[config.mk]
export PLATFORM = sky130hd
export DESIGN_NAME = timer_arb_slot
export DESIGN_NICKNAME = d
export VERILOG_FILES = /design/src/rtl/timer_arb_pkg.sv /design/src/rtl/timer_arb_slot.sv
export SDC_FILE = /design/constraint.sdc
export NUM_CORES = 1
export LEC_CHECK = 0
export BUFFER_PORTS_ARGS = -buffer_cell sky130_fd_sc_hd__buf_2
export CAP_MARGIN = 40
export CORE_ASPECT_RATIO = 1.5
export CORE_UTILIZATION = 48
export CTS_BUF_LIST = sky130_fd_sc_hd__clkbuf_2
export DETAILED_ROUTE_END_ITERATION = 8
export PLACE_DENSITY_LB_ADDON = 0.2
export REMOVE_ABC_BUFFERS = 1
export SYNTH_ARGS = -nofsm -noshare
export SYNTH_HDL_FRONTEND = slang
export SYNTH_SLANG_ARGS = --single-unit
[constraint.sdc]
create_clock -name clk -period 1.4 [get_ports clk]
set_input_delay 0.14 -clock clk [delete_from_list [all_inputs] [get_ports clk]]
set_output_delay 0.14 -clock clk [all_outputs]
set_load 0.02 [all_outputs]
[src/rtl/timer_arb_pkg.sv]
// -----------------------------------------------------------------------------
// timer_arb_pkg
// Shared types and configuration for the two-master machine-timer arbiter.
//   timer_req_type : captured request (valid doubles as the pending flag)
//   timer_rsp_type : completion routed back to the granted master
//   arb_state_type : arbiter FSM states
//   pick_grant     : round-robin winner selection
// Optional feature macro used by the arbiter: TIMER_ARB_TIMEOUT_EN.
// -----------------------------------------------------------------------------
package timer_arb_pkg;

    // Default WAIT-cycle budget before an unanswered access is force-completed.
    localparam int TIMER_ARB_TIMEOUT = 15;
    // Width of the timeout counter; TIMER_ARB_TIMEOUT must stay below 2**TIMER_ARB_TO_W.
    localparam int TIMER_ARB_TO_W    = 4;

    typedef struct packed {
        logic        valid;
        logic        instr;
        logic [31:0] addr;
        logic [31:0] wdata;
        logic [3:0]  wstrb;
    } timer_req_type;

    typedef struct packed {
        logic [31:0] rdata;
        logic        ready;
        logic        err;
    } timer_rsp_type;

    typedef enum logic [0:0] {
        IDLE = 1'b0,
        WAIT = 1'b1
    } arb_state_type;

    // Returns the master index to serve: the only pending one, or prio when both wait.
    function automatic logic pick_grant(input logic pend0, input logic pend1, input logic prio);
        logic sel;
        if (pend0 && pend1) begin
            sel = prio;
        end else if (pend1) begin
            sel = 1'b1;
        end else begin
            sel = 1'b0;
        end
        return sel;
    endfunction

endpackage

[src/rtl/timer_arb_slot.sv]
// -----------------------------------------------------------------------------
// timer_arb_slot
// Per-master request capture register with pending flag.
// A one-cycle valid strobe is latched only while nothing is pending; a strobe
// arriving while pending is a protocol error and is dropped without touching
// the latched fields. The arbiter clears the pending flag on completion.
// Ports:
//   clk, rst                  clock, synchronous active-high reset
//   valid/instr/addr/wdata/wstrb  master request strobe and fields
//   clear                     completion of this slot's transaction
//   req                       latched request; req.valid is the pending flag
// -----------------------------------------------------------------------------
module timer_arb_slot
    import timer_arb_pkg::*;
(
    input  logic          clk,
    input  logic          rst,
    input  logic          valid,
    input  logic          instr,
    input  logic [31:0]   addr,
    input  logic [31:0]   wdata,
    input  logic [3:0]    wstrb,
    input  logic          clear,
    output timer_req_type req
);

    timer_req_type req_r;

    // Capture a new request when idle, drop it while pending, release on clear.
    always_ff @(posedge clk) begin
        if (rst) begin
            req_r <= '0;
        end else if (clear) begin
            req_r.valid <= 1'b0;
        end else if (valid && !req_r.valid) begin
            req_r.valid <= 1'b1;
            req_r.instr <= instr;
            req_r.addr  <= addr;
            req_r.wdata <= wdata;
            req_r.wstrb <= wstrb;
        end else begin
            req_r <= req_r;
        end
    end

    assign req = req_r;

endmodule

==> results.cfg <==
[power]
power_leakage_nw = 2.20
ir_worst_vdd_mv = 0.663
power_w = 0.00451
power.internal_w = 0.00332
p_sw_share_pct = 26.2
pwr-share-comb_pct = 19.2
seqPwrFrac_pct = 47.7
powerDensity_nw_per_um2 = 942
p_switching_w = 0.00118
p_clk_share_pct = 33.1

[layout]
n_antenna_cell = 0
drive_gt1_share_pct = 32.3
nNetsFinal = 585
utilization_pct = 76.9
largest_reg_flops = 70
nFillCells = 437
syn2layout_area_growth_pct = 53.6

[synth]
postSynthAreaPerCell_um2 = 10.3
synth_cell_types = 11
ys_warn_count = 0
yosys.area.top_type = dfxtp_1
syn-instance-count = 303
synth.area.top_cells = dfxtp_1 45%, nand2b_1 28%, mux2i_1 22%
yosysTopAreaCellShare_pct = 45.0
synth_area_um2 = 3110
ys_seq_area_share_pct = 45.0
synth-seq-cells = 70

[floorplanning]
die_h_um = 101
rows = 35
die-area_um2 = 6820
pin_count = 143
core_area_um2 = 6220
initial_core_util_pct = 50.1
dieWidth_um = 67.8

[critical_path]
r2r_cells = 4
cpPeakStageDelay_ns = 0.39
crit_path_start = req[69]
worst-path-max-fanout = 25
crit_chain = nor3b_4, buf_4, buf_12, mux2i_1
reg2reg_to = req[44]
cp_num_buf_inv = 2
worstPathArrival_ns = 1.72
r2r_slack_ns = 0.11
cpMaxStageDelayCell = dfxtp_1
worst_setup_path_end_kind = flip-flop
cp-start-kind = flip-flop
r2r-start = req[69]
cp_data_required_time_ns = 1.83
worst-path-stages = 4
critical-path-top-delay-family = flip-flops
crit_type = reg -> reg

[detailed_routing]
wl_per_cell_um = 13.7
dr.pass1.iters = 4
highest_layer = met4
wl_met2_um = 4230
drc = 0
drt-initial-drc-count = 88
vias = 2782
detail-route-antenna-nets = 0
wl_met1_um = 3090
wl_um = 8080
vias_per_cell = 4.71
wl_met3_um = 455

[clocking]
path_clk_slew_ns = 0.20
cts_root_buf = clkbuf_2
clkLatencyLatePin_ns = 0.50
cts_tree = yes
h-tree-depth = 3
cts_buffers = 9
clockBufferDepth = 2
cts_sinks = 70

[timing]
max_slew_margin_pct = 83.9
period_needed_ns = 1.29
setup_viol_count_final = 0
hold_ws_ns = 0.190
tightest_slew_ns = 0.241
period_share_pct = 92.1
hold_violations = 0
fmax_mhz = 775
skew_ns = 0.0182
rsz0062_at_grt = no
slew_violations = 0
fin_ws_ns = 0.110

[status]
status = completed

[grt]
grt_max_degree = 78
grt_pass1_vias = 2699
antenna_found_initial = 0
grt_pass1_wl_um = 11900
gr-total-overflow = 0
grt.total_usage_pct = 23.4

[worst_hold_path]
min_from = rst
whs_path_depth = 4
hold_class = in -> reg
min_to = req[36]

[flow_run]
drv_cap = 0

[placement]
pre_cts_ws_ns = 0.132
gp_congestion = 0.745
dp_hpwl_um = 4520
io_buffers = 142
==> worst register-to-register path: stages (launching register included) <==
cell,delay (ns)
dfxtp_1,0.39
nor3b_4,0.20
buf_4,0.18
buf_12,0.21
mux2i_1,0.24
==> cell usage in the layout (no fill, tap or decap) <==
cell	instances
clkbuf_16	1
bufinv_16	3
buf_2	142
mux2i_1	69
dlygate4sd3_1	71
dfxtp_1	70
nor3_1	1
buf_4	3
nor3b_4	1
clkinv_2	3
clkinvlp_4	1
clkbuf_2	9
buf_12	4
nand2b_1	138
nor2_1	1
==> through the flow <==
step                      instances  area [um2]  TNS [ns]
final                           591        4780         0
after global routing            591        4780         0
after CTS                       588        4740         0
after detailed placement        501        3870         0
after global placement          501        3870         0
after floorplan                 280        2980   -231.87
==> cells by family (layout without fill, tap and decap cells) <==
family,Yosys count,after routing,share of synthesized area [%]
mux,69,69,22.2
simple gates,141,141,28.4
flops,70,70,45.0
buf+inv,23,237,4.38
==> Yosys cell counts <==
master	instances
buf_8	2
buf_6	1
buf_4	5
nor3_1	1
dfxtp_1	70
nor3b_2	1
buf_2	1
nor2_1	1
clkbuf_1	14
nand2b_1	138
mux2i_1	69
==> area by class of cell <==
type	count	area (um2)	share of cell area, %
Tap cell	74	92.6	1.94
Clock inverter	7	113	2.35
Clock buffer	9	45.0	0.942
Sequential cell	70	1400	29.3
Timing Repair Buffer	221	1550	32.4
Multi-Input combinational cell	210	1580	33.1
==> worst max path at each step <==
stage / slack (ns) / end
3_5_place_dp: 0.13 / req[52]
3_3_place_gp: 0.19 / req[22]
2_1_floorplan: -3.36 / req[0]
5_1_grt: 0.03 / req[35]
4_1_cts: 0.07 / req[59]
6_report: 0.11 / req[44]
==> per-layer routing <==
metal / vias to the layer above / track usage [%]
met2: 97 / 41.4
li1: 1393 / -
met5: - / 0
met1: 1265 / 23.8
met3: 27 / 5.66
met4: 0 / 14.2
==> power by group through the flow <==
stage | Combinational [W] | Clock, W | Sequential, W
final | 0.000866 | 0.00149 | 0.00215
after global routing | 0.000926 | 0.00162 | 0.00216
after CTS | 0.000838 | 0.00152 | 0.00215
after detailed placement | 0.000684 | 0 | 0.00219
after global placement | 0.000671 | 0 | 0.00218
after floorplan | 0.000284 | 0 | 0.00231
==> repair_timing <==
item	in CTS	in global routing
hold buffers	71	0
setup endpoints to repair	0	1
hold endpoints to repair	70	0
resized for setup	0	0
setup buffers	0	2
(Power assumes the default switching activity.)
